<file path="config.mk">
export PLATFORM = sky130hd
export DESIGN_NAME = matmul_host_ctrl
export DESIGN_NICKNAME = d
export VERILOG_FILES = /design/src/rtl/matmul_pkg.sv /design/src/rtl/matmul_drain_buf.sv /design/src/rtl/matmul_host_ctrl.sv
export SDC_FILE = /design/constraint.sdc
export NUM_CORES = 2
export LEC_CHECK = 0
export BUFFER_PORTS_ARGS = -buffer_cell sky130_fd_sc_hd__buf_2
export CAP_MARGIN = 30
export CORE_MARGIN = 2
export CORE_UTILIZATION = 50
export DETAILED_ROUTE_END_ITERATION = 12
export PLACE_DENSITY = 0.66
export SLEW_MARGIN = 20
export SYNTH_ARGS = -nofsm -noshare
export SYNTH_HDL_FRONTEND = slang
export SYNTH_HIERARCHICAL = 1
export SYNTH_SLANG_ARGS = --single-unit
</file>
<file path="constraint.sdc">
create_clock -name i_clk -period 15.3 [get_ports i_clk]
set_input_delay 0.765 -clock i_clk [delete_from_list [all_inputs] [get_ports i_clk]]
set_output_delay 0.765 -clock i_clk [all_outputs]
set_load 0.01 [all_outputs]
</file>
<file path="src/rtl/matmul_pkg.sv">
// Shared types and helpers for the matrix-multiply host sequencer.
package matmul_pkg;

  // Host sequencer states, in the order a normal job walks through them.
  typedef enum logic [2:0] {
    StIdle  = 3'd0,
    StLoadD = 3'd1,
    StLoadI = 3'd2,
    StRun   = 3'd3,
    StDrain = 3'd4,
    StDone  = 3'd5
  } state_e;

  localparam logic [1:0] CORE_OFF = 2'b00;
  localparam logic [1:0] CORE_RUN = 2'b01;

  // Low n bits set; callers truncate to their lane count.
  function automatic logic [31:0] core_mask(input int unsigned n);
    if (n >= 32) begin
      return '1;
    end
    return (32'd1 << n) - 32'd1;
  endfunction

endpackage

</file>
<file path="src/rtl/matmul_drain_buf.sv">
// One-entry registered result slot plus the DM read-issue logic feeding it.
// A read is launched only when the slot is empty or draining this cycle. While
// the slot is stalled the pending address is presented again, so the
// synchronous memory keeps returning the same word until it can be taken.
module matmul_drain_buf #(
  parameter int unsigned DATA_W = 16,
  parameter int unsigned ADDR_W = 8
) (
  input  logic              i_clk,
  input  logic              i_rst,
  input  logic              i_en,
  input  logic [ADDR_W:0]   i_rlen,
  input  logic              i_out_ready,
  input  logic [DATA_W-1:0] i_dm_rdata,
  output logic [ADDR_W-1:0] o_dm_addr,
  output logic              o_out_valid,
  output logic [DATA_W-1:0] o_out_data,
  output logic              o_last
);

  logic [ADDR_W:0]   r_rd_cnt;
  logic              r_pend;
  logic              r_valid;
  logic [DATA_W-1:0] r_data;

  logic              w_free;
  logic              w_more;
  logic              w_issue;
  logic              w_load;
  logic [ADDR_W-1:0] w_prev;

  // Read-issue and slot-load decisions for the current cycle.
  always_comb begin
    w_free    = !r_valid || i_out_ready;
    w_more    = r_rd_cnt < i_rlen;
    w_issue   = i_en && w_more && w_free;
    w_load    = i_en && r_pend && w_free;
    w_prev    = r_rd_cnt[ADDR_W-1:0] - ADDR_W'(1);
    o_dm_addr = w_issue ? r_rd_cnt[ADDR_W-1:0] : w_prev;
    o_last    = i_en && r_valid && i_out_ready && !w_more && !r_pend;
  end

  // Slot and read-pointer state; everything clears whenever draining is off.
  always_ff @(posedge i_clk) begin
    if (i_rst || !i_en) begin
      r_rd_cnt <= '0;
      r_pend   <= 1'b0;
      r_valid  <= 1'b0;
      r_data   <= '0;
    end else begin
      if (w_issue) begin
        r_rd_cnt <= r_rd_cnt + (ADDR_W+1)'(1);
      end
      r_pend <= w_issue || (r_pend && !w_load);
      if (w_load) begin
        r_valid <= 1'b1;
        r_data  <= i_dm_rdata;
      end else if (r_valid && i_out_ready) begin
        r_valid <= 1'b0;
      end
    end
  end

  assign o_out_valid = r_valid;
  assign o_out_data  = r_data;

endmodule

</file>
<file path="src/rtl/matmul_host_ctrl.sv">
// Host-side sequencer: load DM, load IM, run the cores, drain the result.
// Optional RUN watchdog enabled by defining MATMUL_TIMEOUT_EN.
module matmul_host_ctrl
  import matmul_pkg::*;
#(
  parameter int unsigned NUM_CORES      = 4,
  parameter int unsigned DATA_W         = 16,
  parameter int unsigned INSTR_W        = 8,
  parameter int unsigned ADDR_W         = 8,
  parameter int unsigned TIMEOUT_CYCLES = 65535
) (
  input  logic                           i_clk,
  input  logic                           i_rst,
  input  logic                           i_start,
  input  logic [ADDR_W:0]                i_data_len,
  input  logic [ADDR_W:0]                i_instr_len,
  input  logic [$clog2(NUM_CORES+1)-1:0] i_active_cores,
  input  logic                           i_in_valid,
  output logic                           o_in_ready,
  input  logic [DATA_W-1:0]              i_in_data,
  output logic                           o_dm_wr_en,
  output logic [ADDR_W-1:0]              o_dm_addr,
  output logic [DATA_W-1:0]              o_dm_wdata,
  input  logic [DATA_W-1:0]              i_dm_rdata,
  output logic                           o_im_wr_en,
  output logic [ADDR_W-1:0]              o_im_addr,
  output logic [INSTR_W-1:0]             o_im_wdata,
  output logic [2*NUM_CORES-1:0]         o_core_status,
  input  logic [NUM_CORES-1:0]           i_core_end,
  output logic                           o_out_valid,
  input  logic                           i_out_ready,
  output logic [DATA_W-1:0]              o_out_data,
  output logic                           o_busy,
  output logic                           o_done,
  output logic                           o_err
);

  localparam int unsigned AC_W = $clog2(NUM_CORES+1);
  localparam int unsigned CW   = ADDR_W + 1;
  localparam int unsigned PW   = 3 * DATA_W;
  localparam logic [PW-1:0] RMAX = PW'(1) << ADDR_W;

  state_e             r_state;
  state_e             w_state_next;
  logic [CW-1:0]      r_cnt;
  logic [CW-1:0]      r_dl;
  logic [CW-1:0]      r_il;
  logic [AC_W-1:0]    r_ac;
  logic [DATA_W-1:0]  r_ci;
  logic [DATA_W-1:0]  r_cj;
  logic [DATA_W-1:0]  r_ck;
  logic               r_err;

  logic               w_start_ok;
  logic               w_hs;
  logic [NUM_CORES-1:0] w_mask;
  logic               w_all_end;
  logic [PW-1:0]      w_prod;
  logic [CW-1:0]      w_rlen;
  logic               w_tmo;
  logic [ADDR_W-1:0]  w_drain_addr;
  logic               w_drain_last;

  assign w_start_ok = (i_active_cores != '0) && (i_active_cores <= AC_W'(NUM_CORES)) &&
                      (i_data_len >= CW'(3));
  assign w_hs       = o_in_ready && i_in_valid;
  assign w_mask     = NUM_CORES'(core_mask(32'(r_ac)));
  assign w_all_end  = (i_core_end & w_mask) == w_mask;

  // Result length at full precision, saturated to the DM depth.
  assign w_prod = PW'(r_ci) * PW'(r_cj) * PW'(r_ck);
  assign w_rlen = (w_prod > RMAX) ? CW'(RMAX) : w_prod[CW-1:0];

`ifdef MATMUL_TIMEOUT_EN
  localparam int unsigned TW = $clog2(TIMEOUT_CYCLES + 1);
  logic [TW-1:0] r_tmo;

  // RUN-cycle watchdog; held at zero outside RUN so each entry starts fresh.
  always_ff @(posedge i_clk) begin
    if (i_rst || (r_state != StRun)) begin
      r_tmo <= '0;
    end else begin
      r_tmo <= r_tmo + TW'(1);
    end
  end

  assign w_tmo = (r_state == StRun) && (r_tmo == TW'(TIMEOUT_CYCLES - 1));
`else
  logic w_unused_tmo;
  assign w_unused_tmo = ^TIMEOUT_CYCLES;
  assign w_tmo        = 1'b0;
`endif

  // State register.
  always_ff @(posedge i_clk) begin
    if (i_rst) begin
      r_state <= StIdle;
    end else begin
      r_state <= w_state_next;
    end
  end

  // Next-state decode and the write/status outputs.
  always_comb begin
    w_state_next  = r_state;
    o_in_ready    = 1'b0;
    o_dm_wr_en    = 1'b0;
    o_dm_addr     = '0;
    o_dm_wdata    = '0;
    o_im_wr_en    = 1'b0;
    o_im_addr     = '0;
    o_im_wdata    = '0;
    o_core_status = '0;
    unique case (r_state)
      StIdle: begin
        if (i_start && w_start_ok) w_state_next = StLoadD;
      end
      StLoadD: begin
        o_in_ready = 1'b1;
        o_dm_wr_en = i_in_valid;
        o_dm_addr  = r_cnt[ADDR_W-1:0];
        o_dm_wdata = i_in_data;
        if (w_hs && (r_cnt == r_dl - CW'(1))) begin
          w_state_next = (r_il == '0) ? StRun : StLoadI;
        end
      end
      StLoadI: begin
        o_in_ready = 1'b1;
        o_im_wr_en = i_in_valid;
        o_im_addr  = r_cnt[ADDR_W-1:0];
        o_im_wdata = i_in_data[INSTR_W-1:0];
        if (w_hs && (r_cnt == r_il - CW'(1))) w_state_next = StRun;
      end
      StRun: begin
        for (int i = 0; i < NUM_CORES; i++) begin
          o_core_status[2*i +: 2] = w_mask[i] ? CORE_RUN : CORE_OFF;
        end
        // Completion wins over a watchdog expiry in the same cycle.
        if (w_all_end) begin
          w_state_next = (w_rlen == '0) ? StDone : StDrain;
        end else if (w_tmo) begin
          w_state_next = StDone;
        end
      end
      StDrain: begin
        o_dm_addr = w_drain_addr;
        if (w_drain_last) w_state_next = StDone;
      end
      StDone:  w_state_next = StIdle;
      default: w_state_next = StIdle;
    endcase
  end

  // Job parameters, load counter, captured dimensions and the sticky error.
  always_ff @(posedge i_clk) begin
    if (i_rst) begin
      r_cnt <= '0;
      r_dl  <= '0;
      r_il  <= '0;
      r_ac  <= '0;
      r_ci  <= '0;
      r_cj  <= '0;
      r_ck  <= '0;
      r_err <= 1'b0;
    end else begin
      if (r_state == StIdle && i_start) begin
        if (w_start_ok) begin
          r_dl  <= i_data_len;
          r_il  <= i_instr_len;
          r_ac  <= i_active_cores;
          r_cnt <= '0;
          r_err <= 1'b0;
        end else begin
          r_err <= 1'b1;
        end
      end
      if (r_state == StLoadD && w_hs) begin
        if (r_cnt == CW'(0)) r_ci <= i_in_data;
        if (r_cnt == CW'(1)) r_cj <= i_in_data;
        if (r_cnt == CW'(2)) r_ck <= i_in_data;
        r_cnt <= (r_cnt == r_dl - CW'(1)) ? '0 : r_cnt + CW'(1);
      end
      if (r_state == StLoadI && w_hs) begin
        r_cnt <= r_cnt + CW'(1);
      end
      if (r_state == StRun && !w_all_end && w_tmo) begin
        r_err <= 1'b1;
      end
    end
  end

  matmul_drain_buf #(
    .DATA_W(DATA_W),
    .ADDR_W(ADDR_W)
  ) u_drain_buf (
    .i_clk       (i_clk),
    .i_rst       (i_rst),
    .i_en        (r_state == StDrain),
    .i_rlen      (w_rlen),
    .i_out_ready (i_out_ready),
    .i_dm_rdata  (i_dm_rdata),
    .o_dm_addr   (w_drain_addr),
    .o_out_valid (o_out_valid),
    .o_out_data  (o_out_data),
    .o_last      (w_drain_last)
  );

  assign o_busy = (r_state != StIdle);
  assign o_done = (r_state == StDone);
  assign o_err  = r_err;

endmodule
</file>
After elaboration in Yosys (flattened, before gate mapping)
Cells that the tools add are included.
{ "totals": {"reg_bits": 109} }
{ "classes": {"shift": 1, "bitwise_logic": 1, "mul": 2, "addsub": 6, "magnitude_cmp": 4, "n_reduce_logical": 43, "n_eq_ne": 15, "n_mux": 30} }
{ "op_table": {"columns": ["operator", "n"], "rows": [
  ["$mux W9", 6],
  ["$gt A48 B9 Y1 const B", 1],
  ["$mul A32 B16 Y48", 1],
  ["$mul A16 B16 Y32", 1],
  ["$logic_not A9 Y1", 3],
  ["$mux W8", 3],
  ["$logic_and A1 B1 Y1", 19],
  ["$add A9 B1 Y9 const B", 2],
  ["$eq A9 B9 Y1", 2],
  ["$sub A9 B1 Y9 const B", 2],
  ["$mux W16", 1],
  ["$pmux W8 S2", 1],
  ["$mux W3", 5],
  ["$pmux W3 S5", 1],
  ["$mux W1", 12],
  ["$reduce_bool A3 Y1", 4],
  ["$ne A2 B2 Y1 const B", 5],
  ["$reduce_and A2 Y1", 5],
  ["$eq A9 B1 Y1 const B", 1],
  ["$eq A9 B2 Y1 const B", 1],
  ["$ge A9 B2 Y1 const B", 1],
  ["$lt A9 B9 Y1", 1],
  ["$sub A8 B1 Y8 const B", 1],
  ["$mux W7", 1],
  ["14 further kinds", 22]
]} }

Longest topological paths before layout
{ "depth": {"depth_word": 10, "depth_mapped": 63} }

Hierarchy
Netlist, hierarchy kept.
{ "modules_own_cells": {"columns": ["module", "n_inst", "cells_per_inst", "area_per_inst_um2", "seq_area_each_um2"], "rows": [
  ["matmul_host_ctrl", 1, 3606, 30185.2, 1641.6],
  ["matmul_drain_buf", 1, 180, 1426.4, 540.5]
]} }

Worst setup path after synthesis
Ideal clock, no wire load.
{ "synth_path": {"kind": "register to register", "from": "register r_ci[11]", "to": "register r_state[0]", "stages_incl_launch_ff": 59, "setup_slack_ns": -0.187, "period_less_slack_ns": 15.487, "t_arrival_ns": 15.413, "setup_time_ns": 0.074, "n_path_buf": 4, "required_time_ns": 15.226, "cell_sequence": "dfxtp_1 -> clkbuf_1 -> nand2_1 -> fa_1 -> fa_1 -> fa_1 -> inv_1 -> fa_1 -> fa_1 -> inv_1 -> fa_1 -> inv_1 -> ha_1 -> a21o_1 -> a21o_1 -> a21oi_1 -> inv_1 -> o211ai_1 -> [23 not listed] -> or4_1 -> or4_4 -> or3_1 -> nor3_1 -> inv_1 -> ha_1 -> nand4_1 -> a21oi_1 -> a21o_1 -> buf_6 -> nor4bb_1 -> nand2_1 -> o21ai_0 -> o31ai_1 -> a221o_1 -> or3b_2 -> or4_1 -> a31oi_1"} }
{ "synth_via": {"elab_chain_cells": 10, "elab_cells_between_ends": 14, "classes_between": "mul (2); order compare (2); eq/ne (1); mux (4); reduce/logical (5)"} }
{ "synth_lines": {"columns": ["item", "line", "source"], "rows": [
  ["start: declaration", "matmul_host_ctrl.sv:49", "logic [DATA_W-1:0] r_ci;"],
  ["start signal: assignment", "matmul_host_ctrl.sv:178", "if (r_cnt == CW'(0)) r_ci <= i_in_data;"],
  ["$mul A16 B16 Y32", "matmul_host_ctrl.sv:71", "assign w_prod = PW'(r_ci) * PW'(r_cj) * PW'(r_ck);"],
  ["$mul A32 B16 Y48", "matmul_host_ctrl.sv:71", null],
  ["$gt A48 B9 Y1", "matmul_host_ctrl.sv:72", "assign w_rlen = (w_prod > RMAX) ? CW'(RMAX) : w_prod[CW-1:0];"],
  ["$mux W9", "matmul_host_ctrl.sv:72", null],
  ["named net w_rlen[5]", "matmul_host_ctrl.sv:59", "logic [CW-1:0] w_rlen;"],
  ["$lt A9 B9 Y1", "matmul_drain_buf.sv:35", "w_more = r_rd_cnt < i_rlen;"],
  ["$logic_not A1 Y1", "matmul_drain_buf.sv:40", "o_last = i_en && r_valid && i_out_ready && !w_more && !r_pend;"],
  ["$logic_and A1 B1 Y1 (2 in a row)", "matmul_drain_buf.sv:40", null],
  ["named net w_drain_last", "matmul_host_ctrl.sv:62", "logic w_drain_last;"],
  ["$ne A2 B2 Y1 (no source line)", null, null],
  ["$reduce_and A5 Y1 (no source line)", null, null],
  ["end signal: assignment", "matmul_host_ctrl.sv:97", "r_state <= StIdle;"],
  ["end signal: assignment", "matmul_host_ctrl.sv:99", "r_state <= w_state_next;"],
  ["end: declaration", "matmul_host_ctrl.sv:43", "state_e r_state;"]
]} }
The timed path passes the listed nets, and every way through them passes these cells. The select of a mux whose other input is x is not followed.
A chain may end at the register's enable or synchronous reset.

Worst setup path in the final report
{ "layout_path": {"from": "register r_ci[10]", "to": "output o_dm_addr[6]"} }
{ "layout_via": {"elab_chain_cells": 9} }
{ "layout_lines": {"columns": ["item", "line", "source"], "rows": [
  ["$mul A16 B16 Y32", "matmul_host_ctrl.sv:71", null],
  ["$mul A32 B16 Y48", "matmul_host_ctrl.sv:71", null],
  ["$gt A48 B9 Y1", "matmul_host_ctrl.sv:72", null],
  ["$mux W9", "matmul_host_ctrl.sv:72", null],
  ["named net w_rlen[5]", "matmul_host_ctrl.sv:59", null],
  ["$lt A9 B9 Y1", "matmul_drain_buf.sv:35", null],
  ["$logic_and A1 B1 Y1 (2 in a row)", "matmul_drain_buf.sv:36", "w_issue = i_en && w_more && w_free;"],
  ["$mux W8", "matmul_drain_buf.sv:39", "o_dm_addr = w_issue ? r_rd_cnt[ADDR_W-1:0] : w_prev;"],
  ["named net w_drain_addr[6]", "matmul_host_ctrl.sv:61", "logic [ADDR_W-1:0] w_drain_addr;"],
  ["$pmux W8 S2", "matmul_host_ctrl.sv:114", "unique case (r_state)"],
  ["end: declaration", "matmul_host_ctrl.sv:22", "output logic [ADDR_W-1:0] o_dm_addr,"]
]} }
The timed path passes the listed nets, and every way through them passes these cells.

==> results.toml <==
[layout]
antenna_cells = 0
area_growth_pct = 16.1
drive_gt1_share_pct = 16.8
final_cells = 4918
nets = 4982

[power]
total_power_w = 0.000968
p_leak_nw = 18.2
max-vdd-ir-drop_uv = 59.9
powerDensity_nw_per_um2 = 26.4

[critical_path]
path_depth = 57
endpoint = "o_dm_addr[6]"
end_kind = "output pin"
cp.arrival_ps = 14640
regToRegSetupSlack_ps = -10
critPathRequiredTime_ps = 14530
cp_max_fo = 10
slowest_delay_ps = 590
r2r_cells = 62
slowest_stage = "or4_4"
start_kind = "register"
startpoint = "r_ci[10]$_SDFFE_PP0P_"
crit_top_cell = "fa_1"
r2r_start = "r_ci[10]$_SDFFE_PP0P_"
critPathBufInv = 16
path_delay_family = "adder cells"
rr_endpoint = "r_state[0]$_SDFFE_PP0P_"
crit_type = "register to output pin"

[clock_tree]
cts.htree.levels = 3
cts_buffers = 9
ctsRootBufferMaster = "clkbuf_16"
cts-hold-fix-buffers = 0
clk_pin_slew_worst_paths_ps = 100
cts_tree = "built"
numClockSinks = 109
cts_max_path_buffers = 2
clk_latency_ps = 410

[drt]
ant_nets = 0
drc = 0
firstDrtPassIters = 5
vias = 26500
first_iter_violations = 2019
wire_per_inst_um = 17.6
viasPerCell = 5.39
wirelength_um = 86600

[sta]
tightest_slew_ps = 958
slew-limit-headroom_pct = 36.1
period_share_pct = 101
fmax_ghz = 0.0649
whs_ps = 453
clock_skew_ps = 22.9
finalCriticalPeriod_ps = 15410
rsz0062_at_grt = "true"
setup_slack_ps = -105
finalSetupViolations = 8
tns_ps = -436
slew_violations = 0
hold_violations = 0

[hold_path]
hold_path.class = "register to register"
whs_path_depth = 2

[die]
fp.dieArea_um2 = 65200
coreArea_um2 = 62700
placementRows = 92
die_y_um = 255
ioPinCount = 133
fp.dieW_um = 255
start_util_pct = 50.4

[global_routing]
grt.total_usage_pct = 27.3
antenna_found_initial = 0
grt_max_degree = 79
grt_pass1_vias = 26900
grt_overflow = 0
grt_pass1_wl_um = 144000

[synthesis]
ys_warn_count = 6
avgSynthCellArea_um2 = 8.35
synth-seq-cells = 109
yosysTopAreaCellShare_pct = 38.8
yosys.area.top_type = "fa_1"
ys_top_cells_by_count = "inv_1 (699), nand2_1 (623), fa_1 (612), and2_1 (311), ha_1 (241)"
ys_top_cells_by_area = "fa_1 (39%), ha_1 (9.5%), inv_1 (8.3%)"
synthesis.area_um2 = 31600
synth.most_common_cell = "inv_1"
ys_seq_area_share_pct = 6.90
synthArstFlopShare_pct = 0
postSynthCellCount = 3786
synth_edf_count = 0
ys.flop_type = "dfxtp_1"
synth_cell_types = 82

[flow_run]
maxCapViolations = 0

[status]
status = "finished with violations"
failed_checks = "negative setup slack"

[place]
gp_congestion = 0.937
placedCellCount = 4857
dp_hpwl_um = 69700
port_buffers = 128
cell type report:
class | count | area [um^2]
clock inverter | 6 | 62.6
clock buffer | 10 | 239
fill | 5595 | 26000
sequential | 109 | 2220
tap | 846 | 1060
inverter | 699 | 2630
multi-input combinational | 2751 | 26800
timing repair buffer | 497 | 3710
worst min-delay path by stage:
stage                                           start                                      to  slack [ps]
6_report       u_drain_buf/o_out_data[8]$_SDFFE_PP0P_  u_drain_buf/o_out_data[8]$_SDFFE_PP0P_         450
5_1_grt        u_drain_buf/o_out_data[4]$_SDFFE_PP0P_  u_drain_buf/o_out_data[4]$_SDFFE_PP0P_         470
4_1_cts        u_drain_buf/o_out_data[4]$_SDFFE_PP0P_  u_drain_buf/o_out_data[4]$_SDFFE_PP0P_         460
3_5_place_dp   u_drain_buf/o_out_data[4]$_SDFFE_PP0P_  u_drain_buf/o_out_data[4]$_SDFFE_PP0P_         440
3_3_place_gp   u_drain_buf/o_out_data[5]$_SDFFE_PP0P_  u_drain_buf/o_out_data[5]$_SDFFE_PP0P_         440
2_1_floorplan                    r_dl[8]$_SDFFE_PP0P_                    r_dl[8]$_SDFFE_PP0P_         450
what timing repair did:
action	4_1_cts	5_1_grt
buffers inserted	30	18
gates resized for setup	107	99
pin swaps	46	86
gates cloned	1	0
setup endpoints to repair	9	12
routing by layer:
| metal | vias to the layer above | global-route usage [%] | wire length [um] |
|---|---|---|---|
| met1 | 13300 | 39.8 | 39200 |
| met3 | 103 | 3.99 | 5310 |
| met2 | 800 | 43.1 | 40400 |
| li1 | 12300 | - | - |
| met5 | - | 0 | 0 |
| met4 | 0 | 5.47 | 1700 |
tightest hold or removal path, delay by kind of cell, from the launching register on:
family | cells | cell delay [ps]
compound gates | 1 | 50
flops | 1 | 310
simple gates | 1 | 50
registers in the layout (all words and copies together), names as in the netlist:
register and count:
r_ci 16, r_cj 16, r_ck 16, u_drain_buf/o_out_data 16
r_cnt 9, r_dl 9, r_il 9, u_drain_buf/r_rd_cnt 9
r_ac 3, r_state 3, o_err 1, u_drain_buf/o_out_valid 1
u_drain_buf/r_pend 1
cell usage in the layout, fill, tap and decap left out, types with 15 or more instances in the layout:
master    netlist  final
ha_4            0     18
xor2_1         27     26
buf_12          0     16
and3_1         23     22
nor4b_1        31     29
fa_1          612    601
and2_1        311    300
a21oi_2         0     16
nand2_1       623    618
o21a_1         21     20
o21ai_0        54     42
nand2b_1       22     21
nor3_1         38     36
inv_1         699    688
dfxtp_1       109     90
a211oi_1       16     15
buf_4           4    332
nand4_1        37     37
xnor2_1        54     47
mux2i_1        53     52
a21oi_1       128    106
o211ai_1       28     28
nor2_1        125    123
and4_1         15     15
nand3_1        56     55
buf_2           2    128
ha_1          241    220
a21o_1         33     33
buf_6           2     16
cell families after synthesis:
family | share of synthesized area, %
flip-flops | 6.90
other | 0.0119
multiplexers | 1.75
buffers and inverters | 11.1
AO/OA/AOI/OAI | 8.55
AND/OR/NAND/NOR | 21.1
XOR/XNOR | 2.24
adder cells (fa/ha/maj) | 48.3
stage by stage:
stage,util [%],setup slack [ps],area (um^2)
after floorplan,-,4.22,31600
after global placement,55.8,-177,35000
after detailed placement,55.9,-292,35100
after CTS,57.5,-12.9,36100
after global routing,58.5,-618,36700
final,58.5,-105,36700
power breakdown:
group          total, W  internal (W)  leakage, nW  switching [W]
combinational  0.000370      0.000155         17.1       0.000216
sequential     0.000340      0.000305        0.893      0.0000356
clock          0.000257      0.000120        0.149       0.000138
total          0.000968      0.000579         18.2       0.000389
No activity file was read; power rests on OpenSTA's default activity.
